**src/rtl/ecko_pkg.sv**
```systemverilog
// Shared definitions for the keyword-spotting decision stage: default score
// width, an index-width helper and the scan FSM encoding.
package ecko_pkg;

    localparam int ACTIV_BITS_DEF = 8;

    // Index width for n classes; a single class still needs a 1-bit index.
    function automatic int clog2_min1(input int n);
        int r;
        r = 0;
        for (int v = 1; v < n; v = v * 2) begin
            r++;
        end
        return (r < 1) ? 1 : r;
    endfunction

    typedef enum logic [1:0] {
        ST_IDLE = 2'd0,
        ST_SCAN = 2'd1,
        ST_DONE = 2'd2
    } state_e;

endpackage

```
**src/rtl/detect_confirm.sv**
```systemverilog
// Keyword confirmation: counts consecutive above-threshold results that agree
// on the winning class and pulses detect when the run reaches CONFIRM_FRAMES.
module detect_confirm #(
    parameter int IDX_BITS       = 6,
    parameter int ACTIV_BITS     = 8,
    parameter int CONFIRM_FRAMES = 3
) (
    input  logic                  clk,
    input  logic                  rst,
    input  logic                  result_i,
    input  logic [IDX_BITS-1:0]   class_idx_i,
    input  logic [ACTIV_BITS-1:0] class_score_i,
    input  logic [ACTIV_BITS-1:0] threshold_i,
    output logic                  detect_o,
    output logic [IDX_BITS-1:0]   detect_idx_o
);

    localparam logic [7:0] CONFIRM_CNT = 8'(CONFIRM_FRAMES);

    logic [7:0]          runCnt_q, runCnt_d;
    logic [IDX_BITS-1:0] runIdx_q, runIdx_d;
    logic                detect_q, detect_d;
    logic [IDX_BITS-1:0] detectIdx_q, detectIdx_d;
    logic                aboveThr;

    assign aboveThr = (class_score_i >= threshold_i);

    always_comb begin
        runCnt_d    = runCnt_q;
        runIdx_d    = runIdx_q;
        detect_d    = 1'b0;
        detectIdx_d = detectIdx_q;
        if (result_i) begin
            if (aboveThr && (class_idx_i == runIdx_q) && (runCnt_q != 8'd0)) begin
                runCnt_d = runCnt_q + 8'd1;
            end else if (aboveThr) begin
                runIdx_d = class_idx_i;
                runCnt_d = 8'd1;
            end else begin
                runCnt_d = 8'd0;
            end
            // A confirmed run re-arms from zero so the next detection needs a full new run.
            if (runCnt_d == CONFIRM_CNT) begin
                detect_d    = 1'b1;
                detectIdx_d = runIdx_d;
                runCnt_d    = 8'd0;
            end
        end
    end

    always_ff @(posedge clk) begin
        if (rst) begin
            runCnt_q    <= 8'd0;
            runIdx_q    <= '0;
            detect_q    <= 1'b0;
            detectIdx_q <= '0;
        end else begin
            runCnt_q    <= runCnt_d;
            runIdx_q    <= runIdx_d;
            detect_q    <= detect_d;
            detectIdx_q <= detectIdx_d;
        end
    end

    assign detect_o     = detect_q;
    assign detect_idx_o = detectIdx_q;

endmodule

```
**src/rtl/argmax_classifier.sv**
```systemverilog
// Post-classifier decision stage: buffers a score frame, scans it one class per
// cycle for the winner and runner-up, then hands the result to confirmation.
module argmax_classifier
    import ecko_pkg::*;
#(
    parameter int NUM_CLASSES    = 64,
    parameter int ACTIV_BITS     = ACTIV_BITS_DEF,
    parameter int CONFIRM_FRAMES = 3,
    localparam int IDX_BITS      = clog2_min1(NUM_CLASSES)
) (
    input  logic                              clk,
    input  logic                              rst,
    input  logic [NUM_CLASSES*ACTIV_BITS-1:0] data_in,
    input  logic                              data_valid,
    input  logic [ACTIV_BITS-1:0]             threshold,
    output logic                              busy,
    output logic                              result_valid,
    output logic [IDX_BITS-1:0]               class_idx,
    output logic [ACTIV_BITS-1:0]             class_score,
    output logic [ACTIV_BITS-1:0]             margin,
    output logic                              detect,
    output logic [IDX_BITS-1:0]               detect_idx,
    output logic                              overrun
);

    localparam logic [IDX_BITS-1:0] LAST_IDX = IDX_BITS'(NUM_CLASSES - 1);

    state_e state_q, state_d;

    logic [ACTIV_BITS-1:0] frame_q [NUM_CLASSES];
    logic [IDX_BITS-1:0]   scanIdx_q, scanIdx_d;
    logic [IDX_BITS-1:0]   bestIdx_q, bestIdx_d;
    logic [ACTIV_BITS-1:0] best_q, best_d;
    logic [ACTIV_BITS-1:0] second_q, second_d;
    logic [ACTIV_BITS-1:0] curScore;

    logic [IDX_BITS-1:0]   classIdx_q;
    logic [ACTIV_BITS-1:0] classScore_q;
    logic [ACTIV_BITS-1:0] margin_q;
    logic                  overrun_q;

    logic accept;
    logic scanLast;
    logic dropFrame;

    assign accept    = data_valid && (state_q != ST_SCAN);
    assign dropFrame = data_valid && (state_q == ST_SCAN);
    assign scanLast  = (state_q == ST_SCAN) && (scanIdx_q == LAST_IDX);
    assign curScore  = frame_q[scanIdx_q];

    always_ff @(posedge clk) begin
        if (rst) begin
            state_q <= ST_IDLE;
        end else begin
            state_q <= state_d;
        end
    end

    always_comb begin
        state_d = state_q;
        case (state_q)
            ST_IDLE: if (data_valid) state_d = ST_SCAN;
            ST_SCAN: if (scanLast) state_d = ST_DONE;
            ST_DONE: state_d = data_valid ? ST_SCAN : ST_IDLE;
            default: state_d = ST_IDLE;
        endcase
    end

    always_comb begin
        busy         = (state_q == ST_SCAN);
        result_valid = (state_q == ST_DONE);
    end

    // Strict > keeps the lower index on ties, while an equal score still becomes runner-up.
    always_comb begin
        scanIdx_d = scanIdx_q;
        bestIdx_d = bestIdx_q;
        best_d    = best_q;
        second_d  = second_q;
        if (accept) begin
            scanIdx_d = '0;
            bestIdx_d = '0;
            best_d    = '0;
            second_d  = '0;
        end else if (state_q == ST_SCAN) begin
            scanIdx_d = scanIdx_q + 1'b1;
            if (curScore > best_q) begin
                second_d  = best_q;
                best_d    = curScore;
                bestIdx_d = scanIdx_q;
            end else if (curScore > second_q) begin
                second_d = curScore;
            end
        end
    end

    always_ff @(posedge clk) begin
        if (!rst && accept) begin
            for (int k = 0; k < NUM_CLASSES; k++) begin
                frame_q[k] <= data_in[k*ACTIV_BITS +: ACTIV_BITS];
            end
        end
    end

    always_ff @(posedge clk) begin
        if (rst) begin
            scanIdx_q    <= '0;
            bestIdx_q    <= '0;
            best_q       <= '0;
            second_q     <= '0;
            classIdx_q   <= '0;
            classScore_q <= '0;
            margin_q     <= '0;
            overrun_q    <= 1'b0;
        end else begin
            scanIdx_q <= scanIdx_d;
            bestIdx_q <= bestIdx_d;
            best_q    <= best_d;
            second_q  <= second_d;
            if (scanLast) begin
                classIdx_q   <= bestIdx_d;
                classScore_q <= best_d;
                margin_q     <= best_d - second_d;
            end
            if (dropFrame) begin
                overrun_q <= 1'b1;
            end
        end
    end

    assign class_idx   = classIdx_q;
    assign class_score = classScore_q;
    assign margin      = margin_q;
    assign overrun     = overrun_q;

    detect_confirm #(
        .IDX_BITS      (IDX_BITS),
        .ACTIV_BITS    (ACTIV_BITS),
        .CONFIRM_FRAMES(CONFIRM_FRAMES)
    ) u_detect_confirm (
        .clk          (clk),
        .rst          (rst),
        .result_i     (scanLast),
        .class_idx_i  (bestIdx_d),
        .class_score_i(best_d),
        .threshold_i  (threshold),
        .detect_o     (detect),
        .detect_idx_o (detect_idx)
    );

endmodule

```
**config.mk**
```make
export PLATFORM = sky130hd
export DESIGN_NAME = argmax_classifier
export DESIGN_NICKNAME = d
export VERILOG_FILES = /design/src/rtl/ecko_pkg.sv /design/src/rtl/detect_confirm.sv /design/src/rtl/argmax_classifier.sv
export SDC_FILE = /design/constraint.sdc
export NUM_CORES = 1
export LEC_CHECK = 0
export CELL_PAD_IN_SITES_DETAIL_PLACEMENT = 1
export CELL_PAD_IN_SITES_GLOBAL_PLACEMENT = 1
export CORE_MARGIN = 8
export CORE_UTILIZATION = 45
export DETAILED_ROUTE_END_ITERATION = 8
export GPL_TIMING_DRIVEN = 0
export PLACE_DENSITY_LB_ADDON = 0.25
export SYNTH_ARGS = -nofsm -noshare
export SYNTH_HDL_FRONTEND = slang
export SYNTH_HIERARCHICAL = 1
export SYNTH_SLANG_ARGS = --single-unit
```
**constraint.sdc**
```tcl
create_clock -name clk -period 59.9 [get_ports clk]
set_input_delay 14.975 -clock clk [delete_from_list [all_inputs] [get_ports clk]]
set_output_delay 14.975 -clock clk [all_outputs]
set_load 0.005 [all_outputs]
```
==> impl_metrics.yaml <==
timing:
  min_period_ns: 18.11
  finClkSkew_ns: 0.0292
  worstMarginPinSlew_ns: 1.17
  min_period_over_period_pct: 30.2
  fin_tns_setup_ns: 0
  setup_viol: 0
  fmax_mhz: 55.2
  slew_violations: 0
  rsz0062_at_grt: "no"
  hold_viol_final: 0
  relSlewSlack_pct: 22.2
global_routing:
  overflow: 0
  antenna_found_initial: 57
  met1_usage_pct: 29.9
  grt_max_degree: 39
  gr-usage-met3_pct: 7.44
  grt_pass1_vias: 17000
  met2_usage_pct: 45.6
  grt_pass1_wl_um: 115000
  top_usage_layer: "met2"
  grtUsageTotal_pct: 26.6
drt:
  vias_per_cell: 5.62
  firstDrtPassIters: 4
  ant_nets: 0
  vias: 15200
  drc: 0
  drt_iter0_markers: 992
  avgRoutedWirePerCell_um: 30.5
  wirelength_um: 82300
power:
  internal-power_uw: 747
  p_sw_share_pct: 22.5
  switchingPower_uw: 216
  power_leakage_uw: 0.0107
  pwr-share-clk_pct: 41.0
  seqPwrFrac_pct: 49.0
  vdd_drop_max_v: 0.0000256
  power_density_nw_per_um2: 29.4
  p_total_uw: 963
  combinationalPowerShare_pct: 10.0
die:
  dieArea_um2: 60500
  rows: 84
  fp.dieW_um: 246
  start_util_pct: 45.4
  ios: 555
  coreArea_um2: 52400
  die_h_um: 246
critical_path:
  crit_arrival_ns: 3.14
  cp-end-kind: "output pin"
  critPathMaxStageDelay_ns: 0.67
  reg2reg_setup_slack_ns: 51.55
  crit_chain: "nand2b_1 -> clkbuf_1 -> inv_1 -> clkbuf_1 -> clkbuf_1 -> clkdlybuf4s50_1"
  path_class: "flip-flop to output pin"
  path_max_fanout: 10
  crit_path_frequent_cell: "clkbuf_1"
  crit_slowest_cell: "clkbuf_1"
  worstPathRequired_ns: 44.92
  cp-start-kind: "flip-flop"
cts:
  htreeDepth: 3
  cts_inserted_buffers: 66
  worstSkewPairLatency_ns: 0.62
  post_cts_buffers: 0
  cts.sinks: 592
  holdBufCountCts: 0
  cts-root-buf: "clkbuf_16"
  cts_tree: "yes"
  clock_path_buffers: 3
  path_clk_slew_ns: 0.06
  cts_resized: 0
logic_synthesis:
  synth_cells: 1282
  synthArstFlopShare_pct: 0
  synth-main-ff-cell: "edfxtp_1"
  synth_edf_count: 512
  synth_area_um2: 23800
  syn-mean-instance-area_um2: 18.6
  yosysMostFrequentCell: "edfxtp_1"
  syn_nets: 1840
  synth_seq_cells: 592
  yosysSeqAreaShare_pct: 71.4
  yosysTopAreaCell: "edfxtp_1"
  yosys-top-cells-area: "edfxtp_1 (65%), mux4_2 (15%), dfxtp_1 (6.7%), ha_1 (1.8%), a21oi_1 (1.2%)"
  synth-warning-count: 6
  ys_top_cells_by_count: "edfxtp_1 (512), mux4_2 (160), dfxtp_1 (80)"
  synth_cell_types: 68
  synth_top_area_share_pct: 64.6
min_path:
  hp-class: "flip-flop to flip-flop"
placement:
  placed_cells: 2539
  gp_congestion: 0.822
  hpwl_um: 61900
  port_buffers: 553
job:
  maxCapViolations: 0
cells_and_area:
  seq_area_um2: 17000
  fillers: 4668
  fin_nets: 2477
  syn2layout_area_growth_pct: 37.5
  multi_input_area_um2: 6340
  fin_cells: 2700
  drive_gt1_share_pct: 15.6
outcome:
  status: "completed"
## sequential cells by signal, summed over array words and instances, names as in the netlist, named ones only
name,flops
frame_q,512
best_q,8
class_score,8
margin,8
second_q,8
u_detect_confirm/runCnt_q,8
bestIdx_q,6
class_idx,6
scanIdx_q,6
u_detect_confirm/detect_idx_o,6
u_detect_confirm/runIdx_q,6
state_q,2
overrun,1
u_detect_confirm/detect_o,1
## final cells by class
class | count | area share [%]
Sequential cell | 592 | 51.9
Multi-Input combinational cell | 581 | 19.4
Timing Repair Buffer | 569 | 18.0
Clock buffer | 84 | 5.32
Tap cell | 688 | 2.63
Buffer | 72 | 1.04
Clock inverter | 31 | 1.01
Inverter | 37 | 0.424
Antenna cell | 46 | 0.352
## power by group through the flow
| stage | sequential [uW] | clock [uW] | combinational, uW |
|---|---|---|---|
| finish | 472 | 395 | 96.3 |
| global route | 473 | 415 | 102 |
| CTS | 472 | 402 | 96.8 |
| detailed placement | 480 | 0 | 95.7 |
| global placement | 497 | 0 | 89.2 |
| floorplan | 492 | 0 | 40.8 |
## kinds of logic (layout without fill, tap and decap cells)
family          Yosys count  after routing  share of synthesized area (%)
other cells               0             46                              0
buf+inv                 109            793                           2.02
flops                   592            592                           71.4
compound gates          151            151                           4.19
fa+ha+maj                35             35                           1.87
simple gates            204            204                           4.17
xor+xnor                 14             14                          0.515
mux                     177            177                           15.9
## critical path, delay by kind of cell, from the launching register on
kind | cells | cell delay [ns]
simple gates | 1 | 0.13
flops | 1 | 0.31
buf+inv | 5 | 2.10
## final timing paths
| kind | startpoint | end | cells past startpoint |
|---|---|---|---|
| min | class_idx[4]$_SDFFE_PP0P_ | class_idx[4]$_SDFFE_PP0P_ | 2 |
| max reg2reg | flip-flop | u_detect_confirm/detect_idx_o[2]$_SDFFE_PP0P_ | 22 |
| max | state_q[1]$_SDFFE_PP0P_ | busy | 6 |
| min reg2reg | class_idx[4]$_SDFFE_PP0P_ | class_idx[4]$_SDFFE_PP0P_ | 2 |
## per-stage QoR
step	hold slack (ns)	setup slack (ns)	utilization (%)	instance area (um2)
2_1_floorplan	0.448	21.95	-	23800
3_3_place_gp	0.443	14.18	57.6	30200
3_5_place_dp	0.454	41.57	58.2	30500
4_1_cts	0.462	41.80	62.2	32600
5_1_grt	0.484	41.67	62.4	32700
6_report	0.461	41.79	62.4	32700
## placed cells by master (no fill, tap or decap), types with 6 or more instances in the layout
master,n
a211oi_1,10
a21oi_1,57
buf_1,7
buf_12,13
buf_2,11
buf_4,7
clkbuf_1,59
clkbuf_16,67
clkdlybuf4s50_1,553
clkinv_1,11
clkinv_2,11
dfxtp_1,80
diode_2,46
edfxtp_1,512
ha_1,34
inv_1,35
mux2i_1,12
mux4_2,160
nand2_1,52
nand2b_1,8
nand3_1,12
nand4_1,17
nor2_1,64
nor2b_1,14
nor3_1,13
o2111ai_1,6
o21ai_0,18
o21ai_1,7
o41ai_1,6
xnor2_1,10
## metal layers
metal	up-vias	wire length (um)
met4	20	3300
met1	7772	29300
li1	6521	-
met3	172	6070
met5	-	128
met2	683	43500
Power figures use the tool's default switching activity.
==> RTL edit (same settings) <==
`NUM_CLASSES`: 64 -> 32.
--- a/src/rtl/argmax_classifier.sv
+++ b/src/rtl/argmax_classifier.sv
@@ -4,5 +4,5 @@
     import ecko_pkg::*;
 #(
-    parameter int NUM_CLASSES    = 64,
+    parameter int NUM_CLASSES    = 32,
     parameter int ACTIV_BITS     = ACTIV_BITS_DEF,
     parameter int CONFIRM_FRAMES = 3,
Interface: changed (resized class_idx, data_in and detect_idx); port bits go from 555 to 297. No check against the original RTL was run, so the function may have changed too.
==> RTL edit against the original RTL <==
  * Synthesized area down 42%
  * Largest power group unchanged
  * Maximum frequency is 1.6% lower
  * Sequential cell count fell by 262
  * Wire length fell by 51%
  * Final area fell by 43%
  * Power decreased by 44%
  * Count of clock-buffer cells in the layout decreased by 30
  * Via count down 42%
  * Setup slack got worse by 290 ps
==> RTL edit: results (changes against the original RTL) <==
{
  "run_status": {"value": "complete, no violations"},
  "part_of_the_yosys_area_used_for_sequential_elements": {"value": 66.4, "unit": "%", "change": "-4.9 points"},
  "ff_latch_area": {"value": 9170, "unit": "sq um", "change": "-46%"},
  "grt_max_degree": {"value": 37, "change": "-5.1%"},
  "multi_input_logic_portion_of_the_cell_area": {"value": 23.0, "unit": "%", "change": "+3.6 points"},
  "endpoint": {"value": "u_detect_confirm/runCnt_q[7]"},
  "synth_seq_cells": {"value": 330, "change": "-44%"},
  "synth_cell_type_count": {"value": 59, "change": "-13%"},
  "antenna_found_initial": {"value": 15, "change": "-74%"},
  "setup.reg_to_reg.worst_slack": {"value": 53000, "unit": "ps", "change": "+1450 ps"},
  "dpl.cell_count": {"value": 1559, "change": "-39%"},
  "gp_congestion": {"value": 0.801, "change": "-2.6%"},
  "seq_power_share": {"value": 48.3, "unit": "%", "change": "-0.7 points"},
  "starting_drt_drc_count": {"value": 429, "change": "-57%"},
  "global_route_wire_length_before_repair": {"value": 59000, "unit": "microns", "change": "-49%"},
  "number_of_signal_net_inverters_in_the_final_layout": {"value": 38, "change": "+2.7%"},
  "edff_count_synth": {"value": 256, "change": "-50%"},
  "cts_inserted_buffers": {"value": 37, "change": "-44%"},
  "detail_route.wl_per_cell": {"value": 24.4, "unit": "microns", "change": "-20%"},
  "n_all_buffers": {"value": 346, "change": "-46%"},
  "die-width": {"value": 191, "unit": "microns", "change": "-22%"},
  "globalRouteTotalUtil": {"value": 21.6, "unit": "%", "change": "-5.0 points"},
  "worst-endpoint-required": {"value": 60340, "unit": "ps", "change": "+15420 ps"},
  "pwr.group.combinational": {"value": 0.0596, "unit": "mW", "change": "-38%"},
  "dpl_worst_slack": {"value": 41060, "unit": "ps", "change": "-511 ps"},
  "worst_ir_drop_vdd": {"value": 0.0221, "unit": "mV", "change": "-14%"},
  "max_slew.worst_pin.slew": {"value": 977, "unit": "ps", "change": "-190 ps"}
}
RTL edit: changes by cell type after synthesis, sizes merged, moves of 9 or more:
| cell | change |
|---|---|
| a21oi | -31 |
| edfxtp | -256 |
| mux2i | +25 |
| mux4 | -88 |
| clkbuf | -24 |
| nor3 | +9 |
| nor2 | -18 |
| nand2 | -11 |
RTL edit: kinds of logic (layout without fill, tap and decap cells):
kind of cell | after synthesis | count (layout) | share of synthesized area (%)
AOI/OAI and AO/OA | 103 | 103 | 4.87
xor gates and xnor gates | 10 | 10 | 0.635
adders and majority gates | 36 | 36 | 3.32
buffers and inverters | 80 | 452 | 2.62
DFF | 330 | 330 | 66.4
muxes | 116 | 116 | 15.4
other | 0 | 13 | 0
and+or+nand+nor | 184 | 184 | 6.73
RTL edit: per-layer routing:
layer	up-vias	routed length (microns)	GRT usage, %
met5	-	45	0
met1	4390	15000	24.1
met4	6	1250	8.88
li1	4062	-	-
met3	71	2640	6.26
met2	250	21000	38.1
